[src/rtl/oven_stage_if.sv]
// oven_stage_if: command, sensor and status bundle of the tunnel-oven stage.
//
// Signals (direction as seen by the oven, i.e. the slave modport):
//   en              in   simulation step enable; 0 freezes the oven
//   X_heater        in   heater command
//   X_door          in   door open command
//   X_unload        in   remove the head pan
//   P_pan_in        in   full pan presented by the conveyor (level)
//   Y_pan_in_ready  out  door (registered) open and oven not full
//   Y_hot           out  oven at or above baking temperature
//   Y_head_baked    out  head pan has reached the bake threshold
//   Y_head_burnt    out  head pan has reached the burn threshold
//   Y_pan_out       out  one-cycle pulse: a pan left the oven
//   Y_pan_out_baked out  quality of the departing pan, valid with Y_pan_out
//   Y_pan_out_burnt out  quality of the departing pan, valid with Y_pan_out
//   Y_drop          out  one-cycle pulse: a presented pan was rejected
//   S_temp          out  oven temperature
//   S_pans          out  occupancy
//   S_head_progress out  head pan bake progress, 0 when empty
//   S_dropped       out  saturating rejected-pan count
//
// The master modport is the plant controller / conveyor side.
interface oven_stage_if;
  logic        en;
  logic        X_heater;
  logic        X_door;
  logic        X_unload;
  logic        P_pan_in;
  logic        Y_pan_in_ready;
  logic        Y_hot;
  logic        Y_head_baked;
  logic        Y_head_burnt;
  logic        Y_pan_out;
  logic        Y_pan_out_baked;
  logic        Y_pan_out_burnt;
  logic        Y_drop;
  logic [7:0]  S_temp;
  logic [3:0]  S_pans;
  logic [15:0] S_head_progress;
  logic [3:0]  S_dropped;

  modport master (
    output en, X_heater, X_door, X_unload, P_pan_in,
    input  Y_pan_in_ready, Y_hot, Y_head_baked, Y_head_burnt,
    input  Y_pan_out, Y_pan_out_baked, Y_pan_out_burnt, Y_drop,
    input  S_temp, S_pans, S_head_progress, S_dropped
  );

  modport slave (
    input  en, X_heater, X_door, X_unload, P_pan_in,
    output Y_pan_in_ready, Y_hot, Y_head_baked, Y_head_burnt,
    output Y_pan_out, Y_pan_out_baked, Y_pan_out_burnt, Y_drop,
    output S_temp, S_pans, S_head_progress, S_dropped
  );
endinterface

[src/rtl/oven_stage.sv]
// oven_stage: tunnel-oven stage of the bakery plant model.
//
// Pans arriving from the baking-pan conveyor are loaded through the door into
// an in-order FIFO of SLOTS oven slots. Every occupied slot gains one unit of
// bake progress per enabled cycle while the oven is hot. Pans leave in arrival
// order on an unload command and are reported as baked and/or burnt.
//
// Ports:
//   clk  plant clock
//   rst  synchronous active-high reset, dominates en
//   bus  oven_stage_if.slave: commands (en, X_*, P_pan_in) in, Y_* / S_* out
//
// Configuration macro:
//   OVEN_BURN_EN  defined: burn threshold active, progress saturates at
//                 BAKE_CYCLES+BURN_CYCLES. Undefined: progress saturates at
//                 BAKE_CYCLES and both burnt flags are tied low.
//
// The FIFO is a shift register with the head at slot 0: a pop shifts every
// slot down by one, so the head is always prog_q[0] and vacated slots read 0.
module oven_stage #(
  parameter int unsigned SLOTS       = 4,
  parameter int unsigned BAKE_CYCLES = 200,
  parameter int unsigned BURN_CYCLES = 50,
  parameter int unsigned AMBIENT     = 20,
  parameter int unsigned TEMP_BAKE   = 180,
  parameter int unsigned TEMP_MAX    = 250,
  parameter int unsigned HEAT_STEP   = 2,
  parameter int unsigned COOL_STEP   = 1
) (
  input logic         clk,
  input logic         rst,
  oven_stage_if.slave bus
);

  localparam logic [3:0]  SlotsW   = 4'(SLOTS);
  localparam logic [15:0] BakeW    = 16'(BAKE_CYCLES);
`ifdef OVEN_BURN_EN
  localparam logic [15:0] BurnW    = 16'(BAKE_CYCLES + BURN_CYCLES);
  localparam logic [15:0] ProgMax  = BurnW;
`else
  localparam logic [15:0] ProgMax  = BakeW;

  // The burn threshold has no effect in this build.
  logic unused_burn_cycles;
  assign unused_burn_cycles = ^BURN_CYCLES;
`endif

  // ---------------------------------------------------------------------------
  // State
  // ---------------------------------------------------------------------------
  logic [7:0]  temp_q, temp_d;
  logic [3:0]  pans_q, pans_d;
  logic [3:0]  dropped_q, dropped_d;
  logic        door_q;
  logic [15:0] prog_q   [SLOTS];
  logic [15:0] prog_d   [SLOTS];
  logic [15:0] prog_inc [SLOTS];

  logic        pan_out_q, pan_out_baked_q, pan_out_burnt_q, drop_q;

  // ---------------------------------------------------------------------------
  // Decode of this cycle's commands
  // ---------------------------------------------------------------------------
  logic       hot;
  logic       heat;
  logic       pop;
  logic       push;
  logic       drop;
  logic [3:0] tail_idx;
  logic       pop_baked;
  logic       pop_burnt;

  // Progress uses the pre-edge temperature, i.e. the Y_hot currently shown.
  assign hot  = temp_q >= 8'(TEMP_BAKE);
  assign heat = bus.X_heater && !bus.X_door;
  assign pop  = bus.X_unload && bus.X_door && (pans_q != 4'd0);
  // A same-edge pop frees a slot, so a full oven still accepts the push.
  assign push = bus.P_pan_in && bus.X_door && ((pans_q < SlotsW) || pop);
  assign drop = bus.P_pan_in && !push;
  // Slot written by a push, counted after any same-edge pop.
  assign tail_idx = pans_q - {3'b000, pop};

  // ---------------------------------------------------------------------------
  // Temperature: 9-bit arithmetic so neither limit can wrap before clamping
  // ---------------------------------------------------------------------------
  logic [8:0] temp_wide;
  logic [8:0] cool_step;

  always_comb begin
    temp_wide = {1'b0, temp_q};
    cool_step = bus.X_door ? 9'(2 * COOL_STEP) : 9'(COOL_STEP);
    temp_d    = temp_q;
    if (heat) begin
      temp_wide = {1'b0, temp_q} + 9'(HEAT_STEP);
      temp_d    = (temp_wide > 9'(TEMP_MAX)) ? 8'(TEMP_MAX) : temp_wide[7:0];
    end else begin
      if ({1'b0, temp_q} < (9'(AMBIENT) + cool_step)) begin
        temp_d = 8'(AMBIENT);
      end else begin
        temp_wide = {1'b0, temp_q} - cool_step;
        temp_d    = temp_wide[7:0];
      end
    end
  end

  // ---------------------------------------------------------------------------
  // Slot progress: increment, then shift on pop, then insert on push
  // ---------------------------------------------------------------------------
  always_comb begin
    for (int i = 0; i < int'(SLOTS); i++) begin
      prog_inc[i] = prog_q[i];
      if (hot && (4'(i) < pans_q) && (prog_q[i] < ProgMax)) begin
        prog_inc[i] = prog_q[i] + 16'd1;
      end
    end
  end

  always_comb begin
    for (int i = 0; i < int'(SLOTS); i++) begin
      prog_d[i] = prog_inc[i];
    end
    if (pop) begin
      for (int i = 0; i < int'(SLOTS) - 1; i++) begin
        prog_d[i] = prog_inc[i + 1];
      end
      prog_d[SLOTS-1] = '0;
    end
    if (push) begin
      for (int i = 0; i < int'(SLOTS); i++) begin
        if (4'(i) == tail_idx) begin
          prog_d[i] = '0;
        end
      end
    end
  end

  // Quality of the departing pan includes this edge's increment.
  assign pop_baked = prog_inc[0] >= BakeW;
`ifdef OVEN_BURN_EN
  assign pop_burnt = prog_inc[0] >= BurnW;
`else
  assign pop_burnt = 1'b0;
`endif

  // ---------------------------------------------------------------------------
  // Occupancy and reject counter
  // ---------------------------------------------------------------------------
  always_comb begin
    pans_d = pans_q;
    case ({push, pop})
      2'b10:   pans_d = pans_q + 4'd1;
      2'b01:   pans_d = pans_q - 4'd1;
      default: pans_d = pans_q;
    endcase
  end

  always_comb begin
    dropped_d = dropped_q;
    if (drop && (dropped_q != 4'hF)) begin
      dropped_d = dropped_q + 4'd1;
    end
  end

  // ---------------------------------------------------------------------------
  // Registers: en gates all state; pulses clear whenever en is low
  // ---------------------------------------------------------------------------
  always_ff @(posedge clk) begin
    if (rst) begin
      temp_q          <= 8'(AMBIENT);
      pans_q          <= '0;
      dropped_q       <= '0;
      door_q          <= 1'b0;
      pan_out_q       <= 1'b0;
      pan_out_baked_q <= 1'b0;
      pan_out_burnt_q <= 1'b0;
      drop_q          <= 1'b0;
      for (int i = 0; i < int'(SLOTS); i++) begin
        prog_q[i] <= '0;
      end
    end else begin
      pan_out_q       <= bus.en && pop;
      pan_out_baked_q <= bus.en && pop && pop_baked;
      pan_out_burnt_q <= bus.en && pop && pop_burnt;
      drop_q          <= bus.en && drop;
      if (bus.en) begin
        temp_q    <= temp_d;
        pans_q    <= pans_d;
        dropped_q <= dropped_d;
        door_q    <= bus.X_door;
        for (int i = 0; i < int'(SLOTS); i++) begin
          prog_q[i] <= prog_d[i];
        end
      end
    end
  end

  // ---------------------------------------------------------------------------
  // Outputs: functions of registered state only
  // ---------------------------------------------------------------------------
  assign bus.Y_pan_in_ready  = door_q && (pans_q < SlotsW);
  assign bus.Y_hot           = hot;
  assign bus.Y_head_baked    = prog_q[0] >= BakeW;
`ifdef OVEN_BURN_EN
  assign bus.Y_head_burnt    = prog_q[0] >= BurnW;
`else
  assign bus.Y_head_burnt    = 1'b0;
`endif
  assign bus.Y_pan_out       = pan_out_q;
  assign bus.Y_pan_out_baked = pan_out_baked_q;
  assign bus.Y_pan_out_burnt = pan_out_burnt_q;
  assign bus.Y_drop          = drop_q;
  assign bus.S_temp          = temp_q;
  assign bus.S_pans          = pans_q;
  assign bus.S_head_progress = prog_q[0];
  assign bus.S_dropped       = dropped_q;

  // ---------------------------------------------------------------------------
  // Invariants
  // ---------------------------------------------------------------------------
  a_pans_bounded : assert property (@(posedge clk) disable iff (rst) pans_q <= SlotsW);
  a_burnt_baked  : assert property (@(posedge clk) disable iff (rst)
                                    pan_out_burnt_q |-> pan_out_baked_q);
  a_temp_range   : assert property (@(posedge clk) disable iff (rst)
                                    (temp_q >= 8'(AMBIENT)) && (temp_q <= 8'(TEMP_MAX)));

endmodule

[src/flat_wrapper.sv]
// flat-port wrapper written by rule: the top's interface ports become plain ports
module oven_stage_flat 
#(
  parameter int unsigned SLOTS       = 4,
  parameter int unsigned BAKE_CYCLES = 200,
  parameter int unsigned BURN_CYCLES = 50,
  parameter int unsigned AMBIENT     = 20,
  parameter int unsigned TEMP_BAKE   = 180,
  parameter int unsigned TEMP_MAX    = 250,
  parameter int unsigned HEAT_STEP   = 2,
  parameter int unsigned COOL_STEP   = 1
)
  (clk, rst, bus_en, bus_X_heater, bus_X_door, bus_X_unload, bus_P_pan_in, bus_Y_pan_in_ready, bus_Y_hot, bus_Y_head_baked, bus_Y_head_burnt, bus_Y_pan_out, bus_Y_pan_out_baked, bus_Y_pan_out_burnt, bus_Y_drop, bus_S_temp, bus_S_pans, bus_S_head_progress, bus_S_dropped);
  oven_stage_if bus_i ();
  input logic clk;
  input logic rst;
  input wire logic [$bits(bus_i.en)-1:0] bus_en;
  input wire logic [$bits(bus_i.X_heater)-1:0] bus_X_heater;
  input wire logic [$bits(bus_i.X_door)-1:0] bus_X_door;
  input wire logic [$bits(bus_i.X_unload)-1:0] bus_X_unload;
  input wire logic [$bits(bus_i.P_pan_in)-1:0] bus_P_pan_in;
  output wire logic [$bits(bus_i.Y_pan_in_ready)-1:0] bus_Y_pan_in_ready;
  output wire logic [$bits(bus_i.Y_hot)-1:0] bus_Y_hot;
  output wire logic [$bits(bus_i.Y_head_baked)-1:0] bus_Y_head_baked;
  output wire logic [$bits(bus_i.Y_head_burnt)-1:0] bus_Y_head_burnt;
  output wire logic [$bits(bus_i.Y_pan_out)-1:0] bus_Y_pan_out;
  output wire logic [$bits(bus_i.Y_pan_out_baked)-1:0] bus_Y_pan_out_baked;
  output wire logic [$bits(bus_i.Y_pan_out_burnt)-1:0] bus_Y_pan_out_burnt;
  output wire logic [$bits(bus_i.Y_drop)-1:0] bus_Y_drop;
  output wire logic [$bits(bus_i.S_temp)-1:0] bus_S_temp;
  output wire logic [$bits(bus_i.S_pans)-1:0] bus_S_pans;
  output wire logic [$bits(bus_i.S_head_progress)-1:0] bus_S_head_progress;
  output wire logic [$bits(bus_i.S_dropped)-1:0] bus_S_dropped;
  assign bus_i.en = bus_en;
  assign bus_i.X_heater = bus_X_heater;
  assign bus_i.X_door = bus_X_door;
  assign bus_i.X_unload = bus_X_unload;
  assign bus_i.P_pan_in = bus_P_pan_in;
  assign bus_Y_pan_in_ready = bus_i.Y_pan_in_ready;
  assign bus_Y_hot = bus_i.Y_hot;
  assign bus_Y_head_baked = bus_i.Y_head_baked;
  assign bus_Y_head_burnt = bus_i.Y_head_burnt;
  assign bus_Y_pan_out = bus_i.Y_pan_out;
  assign bus_Y_pan_out_baked = bus_i.Y_pan_out_baked;
  assign bus_Y_pan_out_burnt = bus_i.Y_pan_out_burnt;
  assign bus_Y_drop = bus_i.Y_drop;
  assign bus_S_temp = bus_i.S_temp;
  assign bus_S_pans = bus_i.S_pans;
  assign bus_S_head_progress = bus_i.S_head_progress;
  assign bus_S_dropped = bus_i.S_dropped;
  oven_stage #(.SLOTS(SLOTS), .BAKE_CYCLES(BAKE_CYCLES), .BURN_CYCLES(BURN_CYCLES), .AMBIENT(AMBIENT), .TEMP_BAKE(TEMP_BAKE), .TEMP_MAX(TEMP_MAX), .HEAT_STEP(HEAT_STEP), .COOL_STEP(COOL_STEP)) u_core (.clk(clk), .rst(rst), .bus(bus_i));
endmodule
[config.mk]
export PLATFORM = sky130hd
export DESIGN_NAME = oven_stage_flat
export DESIGN_NICKNAME = d
export VERILOG_FILES = /design/src/rtl/oven_stage_if.sv /design/src/rtl/oven_stage.sv /design/src/flat_wrapper.sv
export SDC_FILE = /design/constraint.sdc
export NUM_CORES = 1
export LEC_CHECK = 0
export BUFFER_PORTS_ARGS = -buffer_cell sky130_fd_sc_hd__buf_4
export CORE_MARGIN = 4
export CORE_UTILIZATION = 41
export CTS_BUF_LIST = sky130_fd_sc_hd__clkbuf_16
export CTS_CLUSTER_DIAMETER = 120
export DETAILED_ROUTE_END_ITERATION = 6
export SLEW_MARGIN = 5
export SYNTH_ARGS = -nofsm -noshare
export SYNTH_HDL_FRONTEND = slang
export SYNTH_SLANG_ARGS = --single-unit
[constraint.sdc]
create_clock -name clk -period 4 [get_ports clk]
set_input_delay 0.2 -clock clk [delete_from_list [all_inputs] [get_ports clk]]
set_output_delay 0.2 -clock clk [all_outputs]
set_load 0.01 [all_outputs]
==> results of run 1 <==
[routing by layer]
layer  vias up  track usage
met5         -            0
met4         0       0.0672
met3        16       0.0249
met2       114        0.268
met1      2047        0.222
li1       2175            -
[registers in the layout, summed over array words and instances (netlist names)]
signal	count
u_core.bus.S_temp	8
u_core.door_q	1
u_core.bus.Y_drop	1
u_core.prog_q	64
u_core.bus.Y_pan_out	1
u_core.bus.Y_pan_out_baked	1
u_core.bus.S_pans	4
u_core.bus.S_dropped	4
[path summary, 6_finish.rpt]
check                           cells past startpoint                                end
worst min register to register                      2         u_core.door_q$_SDFFE_PP0P_
worst max register to register                     13  u_core.prog_q[0][4]$_SDFFCE_PN0P_
worst max-delay path                               13  u_core.prog_q[0][4]$_SDFFCE_PN0P_
worst min-delay path                                3       u_core.bus.Y_drop$_SDFF_PP0_
[cells by family after synthesis]
group           synth area share
compound gates             0.171
simple gates               0.236
other cells             0.000698
buf+inv                   0.0678
xor+xnor                  0.0326
flops                      0.432
fa+ha+maj                 0.0410
mux                       0.0189
[worst max-delay path, stage by stage, from the launching register on]
cell,delay [ns]
dfxtp_1,0.37
inv_1,0.16
ha_1,0.23
or3b_2,0.52
nand3_2,0.11
inv_2,0.04
ha_1,0.19
ha_1,0.20
nand2_1,0.07
nor2_1,0.04
a21oi_1,0.39
o41ai_2,0.14
buf_4,0.22
a211oi_1,0.21
[cells in the mapped netlist (all sizes together), types with 5 or more instances]
library cell	n	area, µm²
nor2	31	116
clkbuf	27	101
o31a	9	78.8
nand4	6	37.5
dfxtp	20	400
mux2i	9	90.1
nor2b	5	31.3
buf	25	176
a211oi	20	150
o21a	7	52.6
or3	7	43.8
and2	9	56.3
inv	23	86.3
and3	12	75.1
xnor2	16	140
o21ai	8	43.8
nand3	19	95.1
nand2	68	255
nor3b	10	75.1
nor3	46	246
ha	16	200
nor4	18	131
a21oi	40	200
edfxtp	64	1920
[cells in the final DEF, fill, tap and decap left out, types with 4 or more instances in the layout]
| master | netlist | layout |
|---|---|---|
| o21a_1 | 7 | 7 |
| nor2b_1 | 5 | 5 |
| and2_1 | 9 | 9 |
| o311a_1 | 4 | 4 |
| clkbuf_16 | 0 | 9 |
| nor2_1 | 31 | 31 |
| and3_1 | 12 | 12 |
| nor4_1 | 15 | 15 |
| a21oi_1 | 40 | 40 |
| mux2i_1 | 9 | 9 |
| nand4_1 | 6 | 6 |
| inv_1 | 22 | 22 |
| nand2_1 | 68 | 68 |
| o31a_1 | 9 | 9 |
| a31oi_1 | 4 | 4 |
| a211oi_1 | 20 | 20 |
| edfxtp_1 | 64 | 64 |
| xor2_1 | 4 | 4 |
| buf_4 | 18 | 51 |
| dfxtp_1 | 20 | 20 |
| nand3_1 | 19 | 18 |
| nor3_1 | 44 | 44 |
| ha_1 | 16 | 16 |
| or4_1 | 4 | 4 |
| or3_1 | 7 | 7 |
| nor3b_1 | 10 | 10 |
| o21ai_0 | 6 | 6 |
| xnor2_1 | 16 | 16 |
[where the power goes]
part           switching (mW)  leakage, nW  internal, mW  total [mW]
Combinational           0.167         1.13         0.116       0.282
Sequential             0.0667        0.873         0.997        1.06
Clock                   0.337        0.145         0.481       0.818
[through the flow]
step	instances	utilization	area (µm²)	hold WS, ns	total power, mW
final	766	0.471	6000	0.154	2.16
after detailed placement	750	0.448	5700	0.465	1.36
after CTS	766	0.471	6000	0.144	2.18
after global placement	750	0.448	5700	0.451	1.35
after floorplan	579	-	5380	0.343	1.28
after global routing	766	0.471	6000	0.168	2.26
[layout make-up]
type / instances / share of cell area
multi-input cells: 420 / 0.450
flip-flops and latches: 84 / 0.387
repair buffers: 51 / 0.0639
clock buffers: 9 / 0.0376
well taps: 172 / 0.0359
inverters: 23 / 0.0144
clock inverters: 7 / 0.0113
==> summary.txt, run 1 <==
multi-input logic area: 2700 µm²
# rows: 41
worst clock skew: 0.00855 ns
GPL Wtd Cong: 0.863
Detail Route Antenna Nets: 0
Async SR Flop Fraction: 0
fin. max-slew vios: 0
largest net degree at the start of global routing: 54
Inserted Diodes: 0
Final HPWL DP: 8530 µm
EDFF count, synth: 64
min Tclk post-route: 3.07 ns
wl on met1: 5600 µm
# hold bufs at CTS: 0
global-route usage over all layers: 0.165
metal2 WL: 5590 µm
sequential area share after synthesis: 0.432
register area: 2320 µm²
Least-Margin Pin Slew: 0.926 ns
Synth Instances: 578
wire per inst: 15.7 µm
worst setup margin: 0.925 ns
fmax: 325 MHz
Area Growth Syn to Fin: 11.6%
CTS buffer count: 9
cts repair resizes: 0
Remaining Overflow, GRT: 0
Worst EP arrival: 3.24 ns
Nets: 613
Die Area: 15,000 µm²
TritonCTS clock tree: built
htree depth: 3
Port Buffers: 44
maxcap violations: 0
Worst setup EP type: flip-flop
HP Start: bus_P_pan_in
Worst IR Drop VDD: 0.159 mV
first-pass iteration count of the detailed router: 7
setup violators final: 0
initial antenna violation count: 0
final worst path period share: 0.769
Bufs on Longest Clock Path: 2
Setup WS pre-CTS: 0.947 ns
pwr/cell area: 361 nW/µm²
clock transition at the registers of the reported paths: 0.06 ns
first-pass GRT wire length: 20,000 µm
CTS sink count: 84
layout cell share with drive strength beyond 1: 0.138
CP Launch Point: u_core.bus.S_pans[1]$_SDFFE_PP0P_
Unique masters post-synth: 67
number of global-route vias before repair: 4,119
status: finished clean
crit path max fanout: 16
Vias: 4,352
total core area: 12,700 µm²
Iter 0 DRT Violations: 233
setup TNS: 0 ns
top sig layer: met4
unrepaired setup endpoints after global routing: no
clk_lat worst skew: 0.34 ns
chip width: 122 µm
Hold Path Class: input pin to flip-flop
WS Path Type: flip-flop to flip-flop
vias per inst: 5.68
# fillers: 1,238
met3 wire len: 585 µm
initial cell density of the core: 0.422
worst path required time: 4.17 ns
Synth Cell Area: 5370 µm²
leakage: 2.15 nW
I/O pin count: 47
#FFs+latches synth: 84
Setup Buffers After CTS: 0
Root Driver: clkbuf_16
final hold violations: 0
Total Wirelength: 12,000 µm
CP startpoint kind: flip-flop
R2R Path Start: u_core.bus.S_pans[1]$_SDFFE_PP0P_
Synth Flop Type: edfxtp_1
Residual DRC: 0
max_slew headroom: 0.382
Die Y-Extent: 122 µm
flop-to-flop setup slack: 0.93 ns
Ys Warns: 0
Syn Area/Cell: 9.30 µm²
Power figures use the tool's default switching activity.
==> inputs of run 2 (changes only) <==
--- a/config.mk
+++ b/config.mk
@@ -5,6 +5,7 @@
 export SDC_FILE = /design/constraint.sdc
 export NUM_CORES = 1
 export LEC_CHECK = 0
+export ABC_AREA = 1
 export BUFFER_PORTS_ARGS = -buffer_cell sky130_fd_sc_hd__buf_4
 export CORE_MARGIN = 4
 export CORE_UTILIZATION = 41
==> constraint.sdc (replaced) <==
create_clock -name clk -period 2.45 [get_ports clk]
set_input_delay 0.1225 -clock clk [delete_from_list [all_inputs] [get_ports clk]]
set_output_delay 0.1225 -clock clk [all_outputs]
set_load 0.01 [all_outputs]
==> run 2 against run 1 <==
Highest routed layer unchanged. Critical path depth fell by 1. Clock skew shrank 0.0051 ns. Clock power up 64%. Combinational power rose by 110%. Fmax increased by 33%. Synthesized cell count increased by 16%. Synthesized area shrank 0.98%. Sequential share of layout area fell by 0.97 points. Via count rose by 2.4%. Hold slack got worse by 0.13 ns.
==> summary.txt, run 2 <==
status: finished clean
TritonCTS clock tree: built
Comb pwr share: 0.164 (+0.034)
ranking of synthesized cells by area: edfxtp_1 36%, nand2_1 9.7%, dfxtp_1 7.5%
Detail Route Antenna Nets: 0 (unchanged)
fmax: 431 MHz (+33%)
CP max stage cell: dfxtp_4
# rows: 41 (unchanged)
fin. max-slew vios: 0 (unchanged)
vias per inst: 5.04 (-11%)
largest reg by FF count: u_core.prog_q
htree depth: 3 (unchanged)
crit-path max cell delay: 0.37 ns (-0.15 ns)
first-pass GRT wire length: 21,000 µm (+5.3%)
share of the synthesized area in the top cell type: 0.361 (+0.00353)
switching pwr: 1.02 mW (+78%)
most common cell after layout, fill and taps aside: nand2_1
Hold Path Stages: 3 (unchanged)
cells along the critical path: inv_4, ha_4, nand2_4, nand3_4, inv_4, ha_4, ha_4, xnor2_2, nand4_1, o311ai_4, buf_12, nor2_1
Setup WS pre-CTS: 0.0587 ns (-0.889 ns)
setup TNS: 0 ns (unchanged)
multi-input logic area: 2560 µm² (-4.9%)
maxcap violations: 0 (unchanged)
hold worst-path end: u_core.bus.Y_drop$_SDFF_PP0_
chip width: 122 µm (-0.46%)
initial cell density of the core: 0.420 (-0.00244)
Least-Margin Pin Slew: 0.592 ns (-0.334 ns)
R2R Path Start: u_core.bus.S_pans[0]$_SDFFE_PP0P_
most frequent cells in the layout: 136 x nand2_1, 77 x nor2_1, 68 x inv_1
register area: 2330 µm² (+0.43%)
Vias: 4,458 (+2.4%)
min Tclk post-route: 2.32 ns (-0.755 ns)
number of global-route vias before repair: 4,270 (+3.7%)
CTS sink count: 84 (unchanged)
clock transition at the registers of the reported paths: 0.06 ns (about the same)
Die Area: 14,900 µm² (-0.91%)
CP startpoint kind: flip-flop
post-layout util: 0.487 (+0.0161)
reg2reg end: u_core.prog_q[0][51]$_SDFFCE_PN0P_
worst setup margin: 0.130 ns (-0.795 ns)
reg2reg path depth: 12 (-1)
max_slew headroom: 0.606 (+0.224)
crit path max fanout: 16 (unchanged)
wire per inst: 14.0 µm (-11%)
Final HPWL DP: 9000 µm (+5.5%)
dpl cells: 868 (+16%)
# fillers: 1,266 (+2.3%)
Worst EP arrival: 2.41 ns (-0.83 ns)
Worst setup EP type: flip-flop
cell mode on critical path: ha_4
count leader, synth: nand2_1
Root Driver: clkbuf_16
Residual DRC: 0 (unchanged)
pwr/cell area: 592 nW/µm² (+64%)
first-pass iteration count of the detailed router: 5 (-2)
WS Path Type: flip-flop to flip-flop
total core area: 12,700 µm² (-0.40%)
clock share of power: 0.367 (-0.011)
EDFF count, synth: 64 (unchanged)
worst path required time: 2.54 ns (-1.63 ns)
Die Y-Extent: 122 µm (-0.46%)
Hold Path Class: input pin to flip-flop
Worst IR Drop VDD: 0.383 mV (+140%)
Nets: 733 (+20%)
final hold violations: 0 (unchanged)
Sw Share: 0.278 (+0.0142)
Ys Warns: 0 (unchanged)
Iter 0 DRT Violations: 344 (+48%)
worst clock skew: 0.00349 ns (-0.00506 ns)
GPL Wtd Cong: 0.939 (+8.8%)
Int Power: 2.64 mW (+66%)
#FFs+latches synth: 84 (unchanged)
final worst path period share: 0.947 (+0.178)
Port Buffers: 44 (unchanged)
Synth Instances: 672 (+16%)
Bufs on Longest Clock Path: 2 (unchanged)
unrepaired setup endpoints after global routing: no
I/O pin count: 47 (unchanged)
largest net degree at the start of global routing: 65 (+20%)
Async SR Flop Fraction: 0 (unchanged)
leakage: 2.62 nW (+22%)
Unique masters post-synth: 39 (-42%)
Inserted Diodes: 0 (unchanged)
HP Start: bus_P_pan_in
Synth Flop Type: edfxtp_1
Synth top cells by count: 137 x nand2_1, 77 x nor2_1, 73 x inv_1
Area Growth Syn to Fin: 16.1%
Yosys top cell by area: edfxtp_1
flop-to-flop setup slack: 0.13 ns (-0.79 ns)
CTS buffer count: 9 (unchanged)
setup violators final: 0 (unchanged)
Synth Cell Area: 5320 µm² (-0.98%)
Flop pwr share: 0.470 (-0.021)
Layout Cells excl Fill: 885 (+16%)
Syn Area/Cell: 7.92 µm² (-15%)
global-route usage over all layers: 0.178 (+0.0128)
Remaining Overflow, GRT: 0 (unchanged)
Largest register FFs: 64 (unchanged)
Total Wirelength: 12,400 µm (+2.7%)
sequential area share after synthesis: 0.436 (+0.00427)
clk_lat worst skew: 0.34 ns (about the same)
initial antenna violation count: 0 (unchanged)
layout cell share with drive strength beyond 1: 0.157 (+0.0190)
[run 2: cell count changes after synthesis, sizes merged, moves of 11 or more]
cell,delta
nor2,+50
nand3,+14
clkbuf,-24
inv,+56
o21ai,+50
xor2,+18
a21oi,+26
nor3,-32
nand2,+72
a211oi,-16
and3,-11
nor4,-18
[run 2: cell type report]
class / count / share of cell area
clock buffers: 9 / 0.0365
flip-flops and latches: 84 / 0.378
well taps: 172 / 0.0348
inverters: 79 / 0.0492
repair buffers: 60 / 0.0774
clock inverters: 6 / 0.00932
multi-input cells: 475 / 0.415
[run 2: worst max path at each step]
stage                                                 start                            endpoint  slack [ns]  cells past startpoint
after CTS                 u_core.bus.S_pans[0]$_SDFFE_PP0P_  u_core.prog_q[0][29]$_SDFFCE_PN0P_        0.04                     13
after detailed placement  u_core.bus.S_pans[0]$_SDFFE_PP0P_  u_core.prog_q[0][25]$_SDFFCE_PN0P_        0.06                     13
after global routing      u_core.bus.S_pans[0]$_SDFFE_PP0P_  u_core.prog_q[0][51]$_SDFFCE_PN0P_        0.03                     12
after global placement    u_core.bus.S_pans[0]$_SDFFE_PP0P_  u_core.prog_q[0][31]$_SDFFCE_PN0P_        0.14                     13
final                     u_core.bus.S_pans[0]$_SDFFE_PP0P_  u_core.prog_q[0][51]$_SDFFCE_PN0P_        0.13                     12
after floorplan           u_core.bus.S_pans[1]$_SDFFE_PP0P_  u_core.prog_q[0][53]$_SDFFCE_PN0P_       -0.01                     13
[run 2: what timing repair did]
| action | CTS | global route |
|---|---|---|
| hold buffers | 1 | 0 |
| endpoints found under the hold margin | 3 | 0 |
| buffers inserted | 0 | 1 |
| resized for setup | 0 | 5 |
| setup endpoints to repair | 0 | 40 |
[run 2: cells by family after synthesis]
| family | share of synthesized area |
|---|---|
| adders and majority gates | 0.0414 |
| buffers and inverters | 0.0971 |
| and+or+nand+nor | 0.232 |
| AOI/OAI and AO/OA | 0.145 |
| DFF | 0.436 |
| other | 0.000705 |
| xor gates and xnor gates | 0.0475 |
[run 2: stage by stage]
stage | instance area, µm² | power, mW | hold WS [ns]
after floorplan | 5430 | 2.16 | 0.192
after global placement | 5870 | 2.33 | 0.338
after detailed placement | 5870 | 2.34 | 0.343
after CTS | 6160 | 3.69 | 0.0120
after global routing | 6180 | 3.85 | 0.0303
final | 6180 | 3.65 | 0.0235
[run 2: power groups by stage]
stage | Combinational [mW] | Clock, mW | Sequential [mW]
6_report | 0.598 | 1.34 | 1.72
5_1_grt | 0.676 | 1.45 | 1.73
2_1_floorplan | 0.425 | 0 | 1.74
4_1_cts | 0.598 | 1.38 | 1.72
3_3_place_gp | 0.584 | 0 | 1.74
3_5_place_dp | 0.593 | 0 | 1.75
[run 2: metal layers]
layer	track usage	share of wire
met2	0.276	0.45
met3	0.0381	0.053
met4	0.0497	0.010
met1	0.253	0.49
met5	0	0
[run 2: critical path, delay by kind of cell (launching register included)]
family,cells,cell delay [ns]
compound gates,1,0.32
xor+xnor,1,0.16
fa+ha+maj,3,0.48
buf+inv,3,0.31
flops,1,0.37
simple gates,4,0.41
==> inputs of run 3 (changes only) <==
--- a/config.mk
+++ b/config.mk
@@ -12,7 +12,9 @@
 export CTS_BUF_LIST = sky130_fd_sc_hd__clkbuf_16
 export CTS_CLUSTER_DIAMETER = 120
 export DETAILED_ROUTE_END_ITERATION = 6
+export RECOVER_POWER = 100
 export SLEW_MARGIN = 5
 export SYNTH_ARGS = -nofsm -noshare
 export SYNTH_HDL_FRONTEND = slang
 export SYNTH_SLANG_ARGS = --single-unit
+export TNS_END_PERCENT = 1
==> run 3 against run 2 <==
Non-clock buffer count decreased by 4. Setup slack improved by 0.0013 ns. Critical path depth increased by 1. Sequential share of layout area increased by 1.1 points. Register-to-register slack about the same. Design area decreased by 2.9%. Final cell count decreased by 0.34%. Sequential power about the same. Die area unchanged. Critical endpoint is now u_core.prog_q[0][24]$_SDFFCE_PN0P_. Largest cell class unchanged.
==> summary.txt, run 3 (same netlist as run 2, synthesis figures left out) <==
status: finished clean
clock transition at the registers of the reported paths: 0.06 ns (about the same)
unrepaired setup endpoints after global routing: yes
Port Buffers: 44 (unchanged)
# rows: 41 (unchanged)
register area: 2330 µm² (unchanged)
Iter 0 DRT Violations: 304 (-12%)
R2R Path Start: u_core.bus.S_pans[1]$_SDFFE_PP0P_
global-route usage over all layers: 0.164 (-0.0137)
HP Start: bus_P_pan_in
Worst IR Drop VDD: 0.617 mV (+61%)
flop-to-flop setup slack: 0.13 ns (about the same)
initial antenna violation count: 0 (unchanged)
WS Path Type: flip-flop to flip-flop
initial cell density of the core: 0.420 (unchanged)
Worst EP arrival: 2.40 ns (about the same)
GPL Wtd Cong: 0.935 (-0.36%)
worst path required time: 2.53 ns (about the same)
htree depth: 3 (unchanged)
Final HPWL DP: 8810 µm (-2.1%)
hold worst-path end: u_core.bus.Y_drop$_SDFF_PP0_
Largest register FFs: 64 (unchanged)
first-pass iteration count of the detailed router: 5 (unchanged)
reg2reg path depth: 13 (+1)
crit path max fanout: 13 (-3)
layout cell share with drive strength beyond 1: 0.101 (-0.0557)
min Tclk post-route: 2.32 ns (-0.00134 ns)
worst setup margin: 0.132 ns (+0.00134 ns)
max_slew headroom: 0.428 (-0.178)
wire per inst: 13.5 µm (-3.6%)
reg2reg end: u_core.prog_q[0][24]$_SDFFCE_PN0P_
# fillers: 1,319 (+4.2%)
most frequent cells in the layout: 136 x nand2_1, 77 x nor2_1, 69 x inv_1
CP startpoint kind: flip-flop
Total Wirelength: 11,900 µm (-3.9%)
Residual DRC: 0 (unchanged)
pwr/cell area: 594 nW/µm² (+0.45%)
Nets: 729 (-0.55%)
Setup Buffers After CTS: 0 (unchanged)
Root Driver: clkbuf_16
clk_lat worst skew: 0.34 ns (about the same)
post-layout util: 0.473 (-0.0143)
vias per inst: 5.01 (-0.61%)
Least-Margin Pin Slew: 0.858 ns (+0.267 ns)
worst clock skew: 0.00840 ns (+0.00491 ns)
fin. max-slew vios: 0 (unchanged)
CTS buffer count: 9 (unchanged)
Setup WS pre-CTS: 0.0504 ns (-0.00830 ns)
final worst path period share: 0.946 (about the same)
Tot Pwr: 3.56 mW (-2.5%)
Remaining Overflow, GRT: 0 (unchanged)
Hold WS: 0.0221 ns (-0.00145 ns)
Worst setup EP type: flip-flop
TritonCTS clock tree: built
Detail Route Antenna Nets: 0 (unchanged)
leakage: 2.45 nW (-6.4%)
Vias: 4,416 (-0.94%)
chip width: 122 µm (unchanged)
first-pass GRT wire length: 19,700 µm (-6.5%)
fmax: 431 MHz (about the same)
Bufs on Longest Clock Path: 2 (unchanged)
CTS sink count: 84 (unchanged)
maxcap violations: 0 (unchanged)
Die Y-Extent: 122 µm (unchanged)
Die Area: 14,900 µm² (unchanged)
Hold Path Stages: 3 (unchanged)
I/O pin count: 47 (unchanged)
total core area: 12,700 µm² (unchanged)
setup TNS: 0 ns (unchanged)
setup violators final: 0 (unchanged)
Inserted Diodes: 0 (unchanged)
Area Growth Syn to Fin: 12.6%
largest reg by FF count: u_core.prog_q
multi-input logic area: 2550 µm² (-0.34%)
largest net degree at the start of global routing: 65 (unchanged)
Hold Path Class: input pin to flip-flop
final hold violations: 0 (unchanged)
most common cell after layout, fill and taps aside: nand2_1
number of global-route vias before repair: 4,111 (-3.7%)
-- run 3: metrics by stage --
step	cell area [µm²]	cells
floorplan	5430	673
CTS	6140	882
detailed placement	5850	865
finish	5990	882
global route	5990	882
global placement	5850	865
-- run 3: layout make-up --
cell class	instances	share of cell area
Tap cell	172	0.0359
Multi-Input combinational cell	475	0.426
Timing Repair Buffer	56	0.0507
Clock inverter	7	0.00939
Clock buffer	9	0.0376
Sequential cell	84	0.389
Inverter	79	0.0511
-- run 3: where the power goes --
part / internal [mW] / switching, mW / leakage (nW)
clock network: 0.703 / 0.590 / 0.138
logic: 0.193 / 0.359 / 1.44
registers: 1.64 / 0.0833 / 0.875
-- run 3: how the worst max path moves through the flow --
stage | end | from
final | u_core.prog_q[0][24]$_SDFFCE_PN0P_ | u_core.bus.S_pans[1]$_SDFFE_PP0P_
after global routing | u_core.prog_q[0][24]$_SDFFCE_PN0P_ | u_core.bus.S_pans[0]$_SDFFE_PP0P_
after global placement | u_core.prog_q[0][25]$_SDFFCE_PN0P_ | u_core.bus.S_pans[1]$_SDFFE_PP0P_
after detailed placement | u_core.prog_q[0][24]$_SDFFCE_PN0P_ | u_core.bus.S_pans[0]$_SDFFE_PP0P_
after floorplan | u_core.prog_q[0][53]$_SDFFCE_PN0P_ | u_core.bus.S_pans[1]$_SDFFE_PP0P_
after CTS | u_core.prog_q[0][24]$_SDFFCE_PN0P_ | u_core.bus.S_pans[0]$_SDFFE_PP0P_
-- run 3: critical path, stage by stage, from the launching register on --
cell	delay (ns)
dfxtp_4	0.37
inv_4	0.09
ha_4	0.17
nand2_4	0.06
nand3_4	0.09
inv_4	0.04
ha_4	0.16
ha_4	0.16
xnor2_2	0.16
nand4_1	0.21
o21ai_2	0.30
inv_4	0.11
o21ai_0	0.09
a21oi_1	0.06
-- run 3: repair_timing --
item / CTS / global route
resized for setup: 0 / 4
hold buffers: 1 / 0
endpoints found under the setup margin: 0 / 47
hold endpoints to repair: 3 / 0
-- run 3: per-layer routing --
metal / global-route usage / part of all wire / up-vias
met3: 0.0413 / 0.057 / 10
met1: 0.226 / 0.48 / 2003
met2: 0.263 / 0.45 / 106
li1: - / - / 2297
met5: 0 / 0 / -
met4: 0.0357 / 0.010 / 0
